==> src/rtl/rf_write_arbiter.sv <==
// rf_write_arbiter: two-requester writeback arbiter for a single register
// file write port. Grants one requester per cycle (round-robin or fixed
// priority), registers the winning write, and counts conflict cycles.
module rf_write_arbiter #(
  parameter int unsigned ADDR_W     = 5,
  parameter int unsigned XLEN       = 32,
  parameter int unsigned FIXED_PRIO = 0
) (
  input  logic              clk,
  input  logic              reset,
  input  logic              req0_valid,
  input  logic [ADDR_W-1:0] req0_addr,
  input  logic [XLEN-1:0]   req0_data,
  output logic              req0_ready,
  input  logic              req1_valid,
  input  logic [ADDR_W-1:0] req1_addr,
  input  logic [XLEN-1:0]   req1_data,
  output logic              req1_ready,
  output logic              rf_we,
  output logic [ADDR_W-1:0] rf_wa,
  output logic [XLEN-1:0]   rf_wd,
  output logic [15:0]       conflict_cnt,
  output logic              last_grant
);

  logic              we_reg;
  logic [ADDR_W-1:0] wa_reg;
  logic [XLEN-1:0]   wd_reg;
  logic [15:0]       cnt_reg;
  logic              lg_reg;
  logic              both_valid;

  assign both_valid = req0_valid && req1_valid;

  // Grant decision: purely from valids and the last grant; nothing granted in reset.
  always_comb begin
    req0_ready = 1'b0;
    req1_ready = 1'b0;
    if (!reset) begin
      if (both_valid) begin
        // last_grant==1 means requester 1 went last, so requester 0 is next
        if ((FIXED_PRIO != 0) || lg_reg) begin
          req0_ready = 1'b1;
        end else begin
          req1_ready = 1'b1;
        end
      end else begin
        req0_ready = req0_valid;
        req1_ready = req1_valid;
      end
    end
  end

  // Register the granted write; writes to register 0 are accepted but suppressed.
  always_ff @(posedge clk) begin
    if (reset) begin
      we_reg <= 1'b0;
      wa_reg <= '0;
      wd_reg <= '0;
      lg_reg <= 1'b1;
    end else if (req0_ready) begin
      we_reg <= (req0_addr != '0);
      wa_reg <= req0_addr;
      wd_reg <= req0_data;
      lg_reg <= 1'b0;
    end else if (req1_ready) begin
      we_reg <= (req1_addr != '0);
      wa_reg <= req1_addr;
      wd_reg <= req1_data;
      lg_reg <= 1'b1;
    end else begin
      we_reg <= 1'b0;
    end
  end

  // Saturating count of cycles where both requesters contend.
  always_ff @(posedge clk) begin
    if (reset) begin
      cnt_reg <= '0;
    end else if (both_valid && (cnt_reg != 16'hFFFF)) begin
      cnt_reg <= cnt_reg + 16'd1;
    end
  end

  assign rf_we        = we_reg;
  assign rf_wa        = wa_reg;
  assign rf_wd        = wd_reg;
  assign conflict_cnt = cnt_reg;
  assign last_grant   = lg_reg;

endmodule

==> config.mk <==
export PLATFORM = sky130hd
export DESIGN_NAME = rf_write_arbiter
export DESIGN_NICKNAME = d
export VERILOG_FILES = /design/src/rtl/rf_write_arbiter.sv
export SDC_FILE = /design/constraint.sdc
export NUM_CORES = 1
export LEC_CHECK = 0
export CAP_MARGIN = 20
export CORE_ASPECT_RATIO = 0.7
export CORE_MARGIN = 10
export CORE_UTILIZATION = 34
export CTS_BUF_LIST = sky130_fd_sc_hd__clkbuf_16
export DETAILED_ROUTE_END_ITERATION = 10
export PLACE_DENSITY_LB_ADDON = 0.25
export SETUP_SLACK_MARGIN = 0.3
export SLEW_MARGIN = 40
export SYNTH_ARGS = -nofsm -noshare
export SYNTH_HDL_FRONTEND = slang
export SYNTH_SLANG_ARGS = --single-unit
==> constraint.sdc <==
create_clock -name clk -period 1.8 [get_ports clk]
set_input_delay 0.27 -clock clk [delete_from_list [all_inputs] [get_ports clk]]
set_output_delay 0.27 -clock clk [all_outputs]
set_load 0.01 [all_outputs]
==> flow_summary.ini, run 1 <==
[sta]
fmax_ghz = 0.562
finalSetupTns_ns = 0
fin_crit_sh = 0.989
setup_violations = 0
hold_viol = 0
drv_slew = 0
period_minus_slack_ns = 1.78
maxSlewHeadroom = 0.595
tightest_slew_ns = 0.607
rsz0062_at_grt = true
skew_ns = 0.00463

[critical_path]
path_max_fanout = 4
startpoint = conflict_cnt[0]
cp-end-kind = flip-flop
crit_end = conflict_cnt[10]
cp.required_ns = 1.96
ff2ff_path_depth = 6
critPathLaunchType = flip-flop
reg2reg_from = conflict_cnt[0]
worst-r2r-setup-slack_ns = 0.02
r2r-end = conflict_cnt[10]
critPathArrivalTime_ns = 1.94
crit_type = reg -> reg

[yosys]
yosys_warnings = 0
synth_seq_cells = 55
synthAdderAreaFrac = 0.00529
synth_top_family_by_area = compound AO/OA/AOI/OAI gates
yosys.area_share.xor_xnor = 0
synth_area_um2 = 2370
synthMuxAreaShare = 0.0312
synth_compound_area_frac = 0.262
ys.flop_type = dfxtp_1
synth-edff-count = 0
syn_inst = 276
synth_nets = 355
syn_avg_cell_area_um2 = 8.57
synth-simple-area-share = 0.198
yosysUniqueCellTypes = 37
async_reset_ff_frac = 0
ys_seq_area_frac = 0.465

[cells_and_area]
layout.cells.non_filler = 522
final_common_cell = clkdlybuf4s50_1
final_cell_mix = clkdlybuf4s50_1, a21oi_1, dfxtp_1
drive_gt1_frac = 0.199
layout-area-overhead-vs-synth_pct = 85.9
finalNetCount = 506
diodes = 0

[detailed_routing]
drt-pass1-iter-count = 5
ant_nets = 0
viasPerCell = 5.14
vias = 2681
post_drt_wl_per_cell_um = 17.0
totalWireLength_mm = 8.90
initialDrtViolationCount = 129
drc_errors = 0

[floorplan]
rows = 25
start_util = 0.350
fp.dieW_um = 120
die_area_um2 = 10700
io_pins = 135
design.core.area_um2 = 6760
die_y_um = 89.8

[power_and_ir_drop]
power.density_nw_per_um2 = 680
swShare = 0.238
pwr-share-seq = 0.439
p_sw_uw = 711
comb_power_share = 0.201
p_leak_uw = 0.00179
intPower_uw = 2280
clkPwrFrac = 0.359
ir_drop_uv = 374

[cts]
cts_tree = done
worstSkewPairLatency_ns = 0.29
cts_buffer_depth = 2
hold_buffers = 0
cts-root-buf = clkbuf_16
cts_buffers = 5
clkSinkCount = 55
clkTransAtPathRegs_ns = 0.07
cts-htree-levels = 2

[place]
gp_congestion = 0.783
dp_hpwl_mm = 6.50
place_inst = 501
port_buffers = 134

[run]
maxCapViolCount = 0

[global_routing]
grt_max_degree = 58
grt_busiest_layer = met2
grt_util_met3 = 0.0612
overflow = 0
grtUsageMet2 = 0.260
grt_pass1_vias = 2724
grt_pass1_wl_mm = 14.2
grt_use_total = 0.156
grt_antenna_before_repair = 0
use_met1 = 0.183

[outcome]
status = complete, no violations

[hold_path]
hold_path.class = in -> reg
-- final cells by class --
cell class	count	area, um2
fill	601	2360
tap	94	118
timing repair buffer	164	1610
multi-input combinational	198	1360
sequential	55	1140
clock inverter	3	38.8
clock buffer	5	125
inverter	3	11.3
-- logic make-up (layout without fill, tap and decap cells) --
group,after synthesis,count (layout)
and+or+nand+nor,91,91
adders and majority gates,1,1
AOI/OAI and AO/OA,99,99
muxes,7,7
DFF,55,55
buffers and inverters,23,175
-- cells in the mapped netlist, types with 2 or more instances --
| cell | instances | area (um2) |
|---|---|---|
| mux2_2 | 3 | 33.8 |
| or2_2 | 2 | 12.5 |
| or4_1 | 10 | 75.1 |
| nand3_1 | 8 | 40.0 |
| nor2b_1 | 3 | 18.8 |
| a22oi_1 | 33 | 248 |
| a21oi_1 | 45 | 225 |
| buf_2 | 2 | 10.0 |
| inv_1 | 2 | 7.51 |
| nand2b_1 | 2 | 12.5 |
| nor2_1 | 9 | 33.8 |
| nand4_1 | 5 | 31.3 |
| o21ai_0 | 5 | 25.0 |
| or3_1 | 2 | 12.5 |
| a211oi_1 | 4 | 30.0 |
| nor4_1 | 4 | 25.0 |
| dfxtp_1 | 55 | 1100 |
| mux2i_1 | 4 | 40.0 |
| o31ai_1 | 7 | 52.6 |
| clkbuf_1 | 16 | 60.1 |
| nand2_1 | 38 | 143 |
| and4_1 | 2 | 17.5 |
-- flip-flops by register name (all words and copies together) (netlist names) --
signal	cells
rf_wd	32
conflict_cnt	16
rf_wa	5
last_grant	1
rf_we	1
-- power groups by stage --
stage                     clock (uW)  combinational (uW)  sequential [uW]
final                           1080                 601             1310
after global routing            1140                 652             1320
after CTS                       1090                 607             1310
after detailed placement           0                 603             1340
after global placement             0                 595             1340
after floorplan                    0                 176             1370
-- worst max-delay path, cell delays in order (launching register included) --
cell	delay [ns]
dfxtp_4	0.38
ha_4	0.14
nand4_1	0.19
buf_4	0.22
or3_4	0.36
o311ai_4	0.24
o41ai_2	0.11
-- stage by stage --
stage	setup WS, ns	utilization	hold WS, ns	total power, uW	cell area, um2
after floorplan	0.0198	-	0.420	1550	2470
after global placement	-0.406	0.591	0.441	1940	3990
after detailed placement	-0.479	0.591	0.446	1950	3990
after CTS	0.0595	0.633	0.308	3020	4280
after global routing	-0.0376	0.651	0.377	3110	4400
final	0.0200	0.651	0.338	2990	4400
-- routing by layer --
layer / share of wire / wire length [um]
met2: 0.50 / 4410
met5: 0 / 0
met1: 0.41 / 3640
met4: 0.014 / 126
met3: 0.081 / 717
-- how the worst min path moves through the flow --
stage / slack, ns / from / cells after the start / to
2_1_floorplan: 0.42 / reset / 2 / last_grant
3_3_place_gp: 0.44 / rf_wd[31] / 2 / rf_wd[31]
3_5_place_dp: 0.45 / rf_wa[4] / 2 / rf_wa[4]
4_1_cts: 0.31 / reset / 3 / last_grant
5_1_grt: 0.38 / reset / 3 / last_grant
6_report: 0.34 / reset / 3 / last_grant
-- repair_timing --
item	in CTS	in global routing
endpoints found under the setup margin	66	56
resized for setup	31	30
pin swaps	5	8
setup buffers	9	3
cloned	1	0
No activity file was read; power rests on OpenSTA's default activity.
==> run 2, diff against run 1 <==
Settings changed: PLACE_DENSITY set to 0.86, PLACE_DENSITY_LB_ADDON 0.25 to unset.
==> flow_summary.ini, run 2 (same netlist as run 1, synthesis figures left out) <==
[outcome]
status = complete, no violations

[floorplan]
start_util = 0.350
rows = 25
design.core.area_um2 = 6760
die_area_um2 = 10700
die_y_um = 89.8
io_pins = 135
fp.dieW_um = 120

[place]
port_buffers = 134
dp_hpwl_mm = 6.87
gp_congestion = 0.792
place_area_um2 = 4030

[cells_and_area]
final_cell_mix = clkdlybuf4s50_1, a21oi_1, dfxtp_1
layout-area-overhead-vs-synth_pct = 82.8
largest_reg_flops = 32
drive_gt1_frac = 0.188
final_area_um2 = 4330
finalNetCount = 504
final_common_cell = clkdlybuf4s50_1
diodes = 0

[detailed_routing]
drt-pass1-iter-count = 4
initialDrtViolationCount = 189
vias = 2707
drc_errors = 0
viasPerCell = 5.21
post_drt_wl_per_cell_um = 17.8
ant_nets = 0
totalWireLength_mm = 9.24

[sta]
rsz0062_at_grt = true
tightest_slew_ns = 0.631
period_minus_slack_ns = 1.78
skew_ns = 0.00277
maxSlewHeadroom = 0.579
fin_crit_sh = 0.986
drv_slew = 0
setup_violations = 0
fmax_ghz = 0.563
hold_viol = 0

[global_routing]
overflow = 0
grt_use_total = 0.157
grt_pass1_wl_mm = 14.2
grt_max_degree = 58
grt_antenna_before_repair = 0
grt_pass1_vias = 2777

[critical_path]
cp-end-kind = flip-flop
path_max_fanout = 7
critPathLaunchType = flip-flop
cp.required_ns = 1.94
crit_type = reg -> reg
critPathArrivalTime_ns = 1.91

[power_and_ir_drop]
power_uw = 2860
p_leak_uw = 0.00169
ir_drop_uv = 372
power.density_nw_per_um2 = 660

[cts]
cts_buffers = 5
cts_buffer_depth = 2
worstSkewPairLatency_ns = 0.28
cts-htree-levels = 2
clkSinkCount = 55
clkTransAtPathRegs_ns = 0.07
cts_tree = done
cts-root-buf = clkbuf_16

[run]
maxCapViolCount = 0

[hold_path]
hold_path.class = in -> reg
==> run 2: per-stage QoR <==
step                cells  utilization  hold WS (ns)  setup TNS, ns  setup WS, ns
floorplan             276            -         0.420              0        0.0198
global placement      504        0.596         0.441          -6.32        -0.407
detailed placement    504        0.596         0.447          -8.12        -0.441
CTS                   516        0.623         0.417              0        0.0673
global route          520        0.640         0.429        -0.0343       -0.0252
finish                520        0.640         0.426              0        0.0245
==> run 2: what timing repair did <==
item	CTS	global route
setup endpoints to repair	66	58
hold buffers	0	0
pin swaps	3	8
cloned	0	2
gates resized for setup	25	29
buffers inserted	4	2
==> run 2: cell type report <==
| class | count | area (um2) |
|---|---|---|
| inverters | 3 | 11.3 |
| clock buffers | 5 | 125 |
| multi-input cells | 198 | 1330 |
| clock inverters | 3 | 12.5 |
| repair buffers | 162 | 1580 |
| flip-flops and latches | 55 | 1140 |
| well taps | 94 | 118 |
| fillers | 591 | 2430 |
==> run 2: path summary, 6_finish.rpt <==
path	from	endpoint	slack, ns	depth (start not counted)
hold reg to reg	rf_wd[5]	rf_wd[5]	0.45	2
hold / removal	reset	last_grant	0.43	4
setup / recovery	conflict_cnt[2]	conflict_cnt[10]	0.02	5
setup reg to reg	conflict_cnt[2]	conflict_cnt[10]	0.02	5
==> run 2: worst max-delay path: stages (launching register included) <==
cell      delay, ns
dfxtp_4        0.36
buf_4          0.14
nand4_1        0.24
or3_4          0.49
o311ai_4       0.26
o41ai_2        0.15
==> run 2: per-layer routing <==
metal  track usage  wire length (um)  vias to the layer above
met5             0                 0                        -
met3        0.0625               763                        8
li1              -                 -                     1336
met4        0.0431               125                        0
met2         0.267              4480                      103
met1         0.178              3870                     1260
==> run 2: power by group <==
group	switching (uW)	internal [uW]	total, uW	leakage [uW]
clock	418	504	922	0.0000762
sequential	37.5	1280	1310	0.000462
combinational	252	366	619	0.00115
